==> config.mk <==
export PLATFORM = sky130hd
export DESIGN_NAME = opfetch_flat
export DESIGN_NICKNAME = d
export VERILOG_FILES = /design/src/rtl/opfetch_if.sv /design/src/rtl/opfetch.sv /design/src/flat_wrapper.sv
export SDC_FILE = /design/constraint.sdc
export NUM_CORES = 1
export LEC_CHECK = 0
export ABC_AREA = 1
export CAP_MARGIN = 20
export CORE_ASPECT_RATIO = 1.25
export CORE_UTILIZATION = 49
export CTS_BUF_LIST = sky130_fd_sc_hd__clkbuf_16
export DETAILED_ROUTE_END_ITERATION = 12
export PLACE_DENSITY = 0.87
export SETUP_SLACK_MARGIN = 0.05
export SYNTH_ARGS = -nofsm -noshare
export SYNTH_HDL_FRONTEND = slang
export SYNTH_SLANG_ARGS = --single-unit
export TNS_END_PERCENT = 100
==> constraint.sdc <==
create_clock -name clk -period 2.4 [get_ports clk]
set_input_delay 0.72 -clock clk [delete_from_list [all_inputs] [get_ports clk]]
set_output_delay 0.72 -clock clk [all_outputs]
set_load 0.02 [all_outputs]
==> src/rtl/opfetch_if.sv <==
// Operand-fetch bundle: decode request, operand response, writeback and the
// single-port GPR file connection, seen from the fetch block (slave) or its environment (master).
interface opfetch_if;
    logic        req_valid;
    logic        req_ready;
    logic [4:0]  req_rs1;
    logic [4:0]  req_rs2;
    logic        rsp_valid;
    logic        rsp_ready;
    logic [31:0] rsp_src1;
    logic [31:0] rsp_src2;
    logic        wb_valid;
    logic        wb_ready;
    logic [4:0]  wb_rd;
    logic [31:0] wb_data;
    logic        rf_wen;
    logic [4:0]  rf_waddr;
    logic [31:0] rf_wdata;
    logic [4:0]  rf_raddr;
    logic [31:0] rf_rdata;

    modport slave (
        input  req_valid, req_rs1, req_rs2, rsp_ready, wb_valid, wb_rd, wb_data, rf_rdata,
        output req_ready, rsp_valid, rsp_src1, rsp_src2, wb_ready, rf_wen, rf_waddr,
               rf_wdata, rf_raddr
    );

    modport master (
        output req_valid, req_rs1, req_rs2, rsp_ready, wb_valid, wb_rd, wb_data, rf_rdata,
        input  req_ready, rsp_valid, rsp_src1, rsp_src2, wb_ready, rf_wen, rf_waddr,
               rf_wdata, rf_raddr
    );
endinterface

==> src/rtl/opfetch.sv <==
// Operand fetch in front of a single-port GPR file: reads rs1 then rs2 through the
// shared port, yields the port to writeback, and snoops writes so operands stay coherent.
module opfetch (
    input  logic     clk,
    input  logic     rst_n,
    opfetch_if.slave bus
);
    localparam int DATA_W = 32;

    typedef enum logic [2:0] {IDLE, RD1, RD2, LAST, RSP} state_t;

    state_t              state;
    logic                req_rdy_q;
    logic                rsp_vld_q;
    logic [4:0]          rs1_q;
    logic [4:0]          rs2_q;
    logic [4:0]          raddr_q;
    logic                cap1;
    logic                cap2;
    logic [DATA_W-1:0]   src1_q;
    logic [DATA_W-1:0]   src2_q;
    logic                snoop_en;
    logic                hit1;
    logic                hit2;

    assign bus.wb_ready  = 1'b1;
    assign bus.rf_wen    = bus.wb_valid && (bus.wb_rd != 5'd0);
    assign bus.rf_waddr  = bus.wb_rd;
    assign bus.rf_wdata  = bus.wb_data;
    assign bus.rf_raddr  = raddr_q;
    assign bus.req_ready = req_rdy_q;
    assign bus.rsp_valid = rsp_vld_q;
    assign bus.rsp_src1  = src1_q;
    assign bus.rsp_src2  = src2_q;

    // Operands are frozen once presented, so writes only patch latches before RSP.
    assign snoop_en = (state == RD1) || (state == RD2) || (state == LAST);
    assign hit1     = snoop_en && bus.wb_valid && (bus.wb_rd != 5'd0) && (bus.wb_rd == rs1_q);
    assign hit2     = snoop_en && bus.wb_valid && (bus.wb_rd != 5'd0) && (bus.wb_rd == rs2_q);

    always_ff @(posedge clk or negedge rst_n) begin
        if (!rst_n) begin
            state     <= IDLE;
            req_rdy_q <= 1'b1;
            rsp_vld_q <= 1'b0;
            rs1_q     <= 5'd0;
            rs2_q     <= 5'd0;
            raddr_q   <= 5'd0;
            cap1      <= 1'b0;
            cap2      <= 1'b0;
            src1_q    <= '0;
            src2_q    <= '0;
        end else begin
            cap1 <= 1'b0;
            cap2 <= 1'b0;
            // rf_rdata holds across write cycles, so a capture may land in any state.
            if (cap1) src1_q <= bus.rf_rdata;
            if (cap2) src2_q <= bus.rf_rdata;
            if (hit1) src1_q <= bus.wb_data;
            if (hit2) src2_q <= bus.wb_data;

            case (state)
                IDLE: begin
                    if (bus.req_valid) begin
                        rs1_q     <= bus.req_rs1;
                        rs2_q     <= bus.req_rs2;
                        req_rdy_q <= 1'b0;
                        if (bus.req_rs1 == 5'd0) src1_q <= '0;
                        if (bus.req_rs2 == 5'd0) src2_q <= '0;
                        if (bus.req_rs1 != 5'd0) begin
                            raddr_q <= bus.req_rs1;
                            state   <= RD1;
                        end else if (bus.req_rs2 != 5'd0) begin
                            raddr_q <= bus.req_rs2;
                            state   <= RD2;
                        end else begin
                            raddr_q   <= bus.req_rs1;
                            state     <= RSP;
                            rsp_vld_q <= 1'b1;
                        end
                    end
                end
                RD1: begin
                    if (!bus.wb_valid) begin
                        cap1 <= 1'b1;
                        if (rs2_q != 5'd0) begin
                            raddr_q <= rs2_q;
                            state   <= RD2;
                        end else begin
                            state <= LAST;
                        end
                    end
                end
                RD2: begin
                    if (!bus.wb_valid) begin
                        cap2  <= 1'b1;
                        state <= LAST;
                    end
                end
                LAST: begin
                    state     <= RSP;
                    rsp_vld_q <= 1'b1;
                end
                RSP: begin
                    if (bus.rsp_ready) begin
                        state     <= IDLE;
                        rsp_vld_q <= 1'b0;
                        req_rdy_q <= 1'b1;
                    end
                end
                default: begin
                    state     <= IDLE;
                    rsp_vld_q <= 1'b0;
                    req_rdy_q <= 1'b1;
                end
            endcase
        end
    end
endmodule

==> src/flat_wrapper.sv <==
// flat-port wrapper written by rule: the top's interface ports become plain ports
module opfetch_flat 
  (clk, rst_n, bus_req_valid, bus_req_rs1, bus_req_rs2, bus_rsp_ready, bus_wb_valid, bus_wb_rd, bus_wb_data, bus_rf_rdata, bus_req_ready, bus_rsp_valid, bus_rsp_src1, bus_rsp_src2, bus_wb_ready, bus_rf_wen, bus_rf_waddr, bus_rf_wdata, bus_rf_raddr);
  opfetch_if bus_i ();
  input  logic clk;
  input  logic rst_n;
  input wire logic [$bits(bus_i.req_valid)-1:0] bus_req_valid;
  input wire logic [$bits(bus_i.req_rs1)-1:0] bus_req_rs1;
  input wire logic [$bits(bus_i.req_rs2)-1:0] bus_req_rs2;
  input wire logic [$bits(bus_i.rsp_ready)-1:0] bus_rsp_ready;
  input wire logic [$bits(bus_i.wb_valid)-1:0] bus_wb_valid;
  input wire logic [$bits(bus_i.wb_rd)-1:0] bus_wb_rd;
  input wire logic [$bits(bus_i.wb_data)-1:0] bus_wb_data;
  input wire logic [$bits(bus_i.rf_rdata)-1:0] bus_rf_rdata;
  output wire logic [$bits(bus_i.req_ready)-1:0] bus_req_ready;
  output wire logic [$bits(bus_i.rsp_valid)-1:0] bus_rsp_valid;
  output wire logic [$bits(bus_i.rsp_src1)-1:0] bus_rsp_src1;
  output wire logic [$bits(bus_i.rsp_src2)-1:0] bus_rsp_src2;
  output wire logic [$bits(bus_i.wb_ready)-1:0] bus_wb_ready;
  output wire logic [$bits(bus_i.rf_wen)-1:0] bus_rf_wen;
  output wire logic [$bits(bus_i.rf_waddr)-1:0] bus_rf_waddr;
  output wire logic [$bits(bus_i.rf_wdata)-1:0] bus_rf_wdata;
  output wire logic [$bits(bus_i.rf_raddr)-1:0] bus_rf_raddr;
  assign bus_i.req_valid = bus_req_valid;
  assign bus_i.req_rs1 = bus_req_rs1;
  assign bus_i.req_rs2 = bus_req_rs2;
  assign bus_i.rsp_ready = bus_rsp_ready;
  assign bus_i.wb_valid = bus_wb_valid;
  assign bus_i.wb_rd = bus_wb_rd;
  assign bus_i.wb_data = bus_wb_data;
  assign bus_i.rf_rdata = bus_rf_rdata;
  assign bus_req_ready = bus_i.req_ready;
  assign bus_rsp_valid = bus_i.rsp_valid;
  assign bus_rsp_src1 = bus_i.rsp_src1;
  assign bus_rsp_src2 = bus_i.rsp_src2;
  assign bus_wb_ready = bus_i.wb_ready;
  assign bus_rf_wen = bus_i.rf_wen;
  assign bus_rf_waddr = bus_i.rf_waddr;
  assign bus_rf_wdata = bus_i.rf_wdata;
  assign bus_rf_raddr = bus_i.rf_raddr;
  opfetch u_core (.clk(clk), .rst_n(rst_n), .bus(bus_i));
endmodule
**Yosys cells after proc, flatten, opt, wreduce, memory -nomap -nowiden**

Index checks and enable logic that the tools add are counted.

- Register bits after elaboration: 86
- Output and inout port bits: 110

- Mux-type cells: 35
- Eq/ne operators: 13
- Bitwise gates (word level): 2
- Reduce and logical (&&, ||, !) cells: 22

Operators with widths:

| operator | number |
|---|---|
| $mux 32 | 10 |
| $mux 5 | 5 |
| $reduce_bool 5->1 | 4 |
| $mux 3 | 6 |
| $pmux 3 s5 | 1 |
| $ne 2x2->1 const B | 7 |
| $eq 5x5->1 | 2 |
| $logic_not 5->1 | 2 |
| $mux 1 | 10 |
| $pmux 5 s2 | 1 |
| $reduce_and 4->1 | 2 |
| $eq 3x2->1 const B | 2 |
| $logic_and 1x1->1 | 5 |
| $reduce_and 5->1 | 1 |
| $pmux 1 s4 | 1 |
| $eq 3x1->1 const B | 1 |
| $eq 3x3->1 const B | 1 |
| $logic_not 3->1 | 1 |
| $pmux 1 s3 | 1 |
| $reduce_and 3->1 | 1 |
| $reduce_or 3->1 | 1 |
| $logic_or 1x1->1 | 2 |
| $not 1->1 | 2 |
| $reduce_and 2->1 | 1 |
| other kinds (2) | 2 |

**Depth between registers and ports, before layout**

- Depth after elaboration: 10
- Depth in mapped cells: 10
- Gate-level depth less buffers: 9

**Worst setup path before layout**

OpenSTA, ideal clock, no wires.

- Path type: input-to-output
- From: input bus_wb_rd[4]
- To: output bus_rf_wen
- Path buffers: 0
- Arrival time: 1.176 ns
- Cell stages on the path: 6
- Slack: 0.504 ns
- Cells stage by stage: inv_1 > nand3_1 > nor2_1 > inv_1 > nand2_1 > inv_1

- Cells in the longest elaborated chain, start to end: 2

RTL lines:

| element | line | text |
|---|---|---|
| start: declaration | flat_wrapper.sv:12 | `input wire logic [$bits(bus_i.wb_rd)-1:0] bus_wb_rd;` |
| $reduce_bool 5->1 | opfetch.sv:27 | `assign bus.rf_wen = bus.wb_valid && (bus.wb_rd != 5'd0);` |
| $logic_and 1x1->1 | opfetch.sv:27 |  |
| end: declaration | flat_wrapper.sv:20 | `output wire logic [$bits(bus_i.rf_wen)-1:0] bus_rf_wen;` |

No other way between the ends.

**Worst setup path in the final report**

- From: input bus_wb_data[23]
- To: output bus_rf_wdata[23]

RTL lines:

| element | line | text |
|---|---|---|
| start: declaration | flat_wrapper.sv:13 | `input wire logic [$bits(bus_i.wb_data)-1:0] bus_wb_data;` |
| end: declaration | flat_wrapper.sv:22 | `output wire logic [$bits(bus_i.rf_wdata)-1:0] bus_rf_wdata;` |

No word-level cell between the ends.

==> out/metrics.csv <==
metric,value,unit
RSZ-0062 raised after global routing,no,
Nets,957,
Avg Vias per Cell,5.15,
initial antenna violation count,1,
metal3 WL,748,um
Worst-Skew Late Latency,340,ps
syn_nets,779,
Die ar.,11400,um2
GR Util All Layers,28.6,%
hpwl dp,10.7,mm
vias,5204,
Layout area overhead,42.7,%
peak supply drop,723,uV
post-route setup slack,93.5,ps
n_diodes,0,
Top delay family on crit path,buffers and inverters,
H-Tree Depth,3,
Final Instance Area,7690,um2
Starting Density,50.5,%
final hold viol count,0,
largest family of logic cells by synthesized area,simple AND/OR/NAND/NOR gates,
logic gate share of total power,56.8,%
WL/cell,15.4,um
total power,0.00917,W
GPL Wtd Cong,0.834,
Internal,0.00545,W
endpoints failing setup,0,
"Async S/R FF share, synth",100,%
largest net degree at the start of global routing,49,
Pre-antenna DRT Iters,5,
multiplexer area fraction after synthesis,13.4,%
Top Layer Used,met5,
Post-CTS Setup Inserts,0,
overall routed net length,15.5,mm
complex-gate fraction of the synthesized area,2.41,%
wire length of the first global-routing pass,25.0,mm
Synth Area in XOR/XNOR,0.325,%
post-place setup slack,-507,ps
fill cell count,829,
CTS Buffer Depth,2,
Critical Path Start Type,input pin,
flip-flop and latch count after synthesis,86,
worst-case hold slack,344,ps
die height,119,um
Worst slew margin,65.0,%
Post-synth EDFFs,0,
CP arrival,1590,ps
Hold/Removal Path Class,input pin to async pin,
share of cells above drive strength 1,17.2,%
crit-path max FO,2,
critical path class,input pin to output pin,
Worst setup EP type,output pin,
vias in the first global route,5212,
"Slew Viols, Final",0,
Bufs and invs on worst path,2,
DR WL met2,8.35,mm
CTS Buf Count,9,
Post-Synth Simple-Gate Area,29.4,%
DP Area,7430,um2
die width,95.8,um
synthesized cell area,5390,um2
status,completed,
adder-cell area share of the yosys netlist,0,%
share of power burned in registers,28.7,%
Max Clk Rate,434,MHz
antenna-violating nets left,0,
number of port buffers,192,
core footprint,10700,um2
"Seq/Total Area, Yosys",39.9,%
"Req. time, crit path",1680,ps
MaxCap Viol Count,0,
grt total ovfl,0,
row count,42,
Sw Ratio,40.5,%
fin crit period,2310,ps
Synth top area share,39.5,%
pwr dens,1190,nW/um2
setup_tns,0,ps
synthesized area per cell,7.76,um2
Commonest cells post-synth,"nor2_1 (150), nand2_1 (139), dfrtp_1 (85), mux2_2 (64), inv_1 (62)",
leak pwr,3.90,nW
Post-CTS Hold Fix Bufs,0,
largest area contributor in the netlist,dfrtp_1,
clock root buffer master,clkbuf_16,
worst path cell trace,"clkdlybuf4s50_1, dlygate4sd2_1",
CTS tree,built,
Fin Clk Skew,6.20,ps
I/O pin cnt,194,
Clock transition at path regs,60,ps
Final period util,96.1,%
switching power of the nets,0.00371,W
Initial DRC Count,289,
CP max stage delay,520,ps
DRC,0,
slowest cell on the critical path,clkdlybuf4s50_1,
WL met1,5.88,mm
Clock power frac,14.6,%
Ys Warns,0,
most common cell in the netlist,nor2_1,
Synth area leaders,"dfrtp_1 (39%), mux2_2 (13%), nor2_1 (10%), nand2_1 (9.7%), buf_4 (5.8%)",
main flop type after synthesis,dfrtp_1,
synth unique cells,28,
Cells after Synth,695,
worst-margin pin slew,525,ps
CTS Sinks,86,
## metal layers
layer  track usage [%]  vias to the layer above
met3              4.79                       43
met1              32.3                     2438
li1                  -                     2528
met5                 0                        -
met2              51.5                      193
met4              12.6                        2
## stage by stage
stage          utilization (%)  std cells
2_1_floorplan                -        695
3_3_place_gp              69.6        994
3_5_place_dp              69.6        994
4_1_cts                   71.9       1010
5_1_grt                   72.1       1010
6_report                  72.1       1010
## cell usage in the layout, fill, tap and decap left out, types with 4 or more instances in the layout
master | Yosys | final
clkdlybuf4s50_1 | 0 | 148
nor2_1 | 150 | 147
nand2_1 | 139 | 139
dfrtp_1 | 85 | 85
mux2_2 | 64 | 64
inv_1 | 62 | 64
buf_4 | 42 | 46
nand3_1 | 38 | 37
nand4_1 | 34 | 34
dlygate4sd2_1 | 0 | 32
o21ai_0 | 22 | 22
clkbuf_16 | 0 | 9
inv_2 | 5 | 8
buf_12 | 0 | 7
dlymetal6s2s_1 | 0 | 5
nor2_2 | 3 | 4
nor2_4 | 2 | 4
## worst paths after layout
path | cells past startpoint | from | to | slack, ps
min in group clk | 2 | u_core.bus.rf_raddr[2] | u_core.bus.rf_raddr[2] | 480
worst max register to register | 8 | u_core.state[1] | u_core.bus.rsp_src1[3] | 660
max in group asynchronous | 2 | rst_n | u_core.bus.rsp_src1[24] | 1400
worst max-delay path | 2 | bus_wb_data[23] | bus_rf_wdata[23] | 90
worst min-delay path | 1 | rst_n | u_core.bus.rsp_src2[6] | 340
worst min register to register | 2 | u_core.bus.rf_raddr[2] | u_core.bus.rf_raddr[2] | 480
## area by class of cell
cell class / instances / area [um2] / area share [%]
Clock buffer: 9 / 225 / 2.93
Sequential cell: 86 / 2150 / 28.0
Tap cell: 132 / 165 / 2.15
Multi-Input combinational cell: 466 / 2480 / 32.3
Timing Repair Buffer: 243 / 2360 / 30.7
Clock inverter: 7 / 52.6 / 0.683
Inverter: 67 / 251 / 3.27
## cell families after synthesis
family | after synthesis
and+or+nand+nor | 374
buffers and inverters | 143
DFF | 86
muxes | 64
AOI/OAI and AO/OA | 25
xor gates and xnor gates | 2
other | 1
## what timing repair did
item                       CTS  global route
gates resized for setup     49            11
setup endpoints to repair   38             5
pin swaps                    1             2
## power by group through the flow
stage / sequential (W) / combinational (W) / clock [W]
final: 0.00263 / 0.00520 / 0.00134
after global placement: 0.00261 / 0.00510 / 0
after CTS: 0.00263 / 0.00522 / 0.00135
after floorplan: 0.00333 / 0.00243 / 0
after detailed placement: 0.00264 / 0.00521 / 0
after global routing: 0.00272 / 0.00566 / 0.00141
## sequential cells by signal, indices dropped and copies added, names as in the netlist
register	count
u_core.state	3
u_core.bus.rsp_src2	32
u_core.cap2	1
u_core.bus.rsp_valid	1
u_core.rs2_q	5
u_core.cap1	1
u_core.rs1_q	5
u_core.bus.req_ready	1
u_core.bus.rsp_src1	32
u_core.bus.rf_raddr	5
Power figures use the tool's default switching activity.
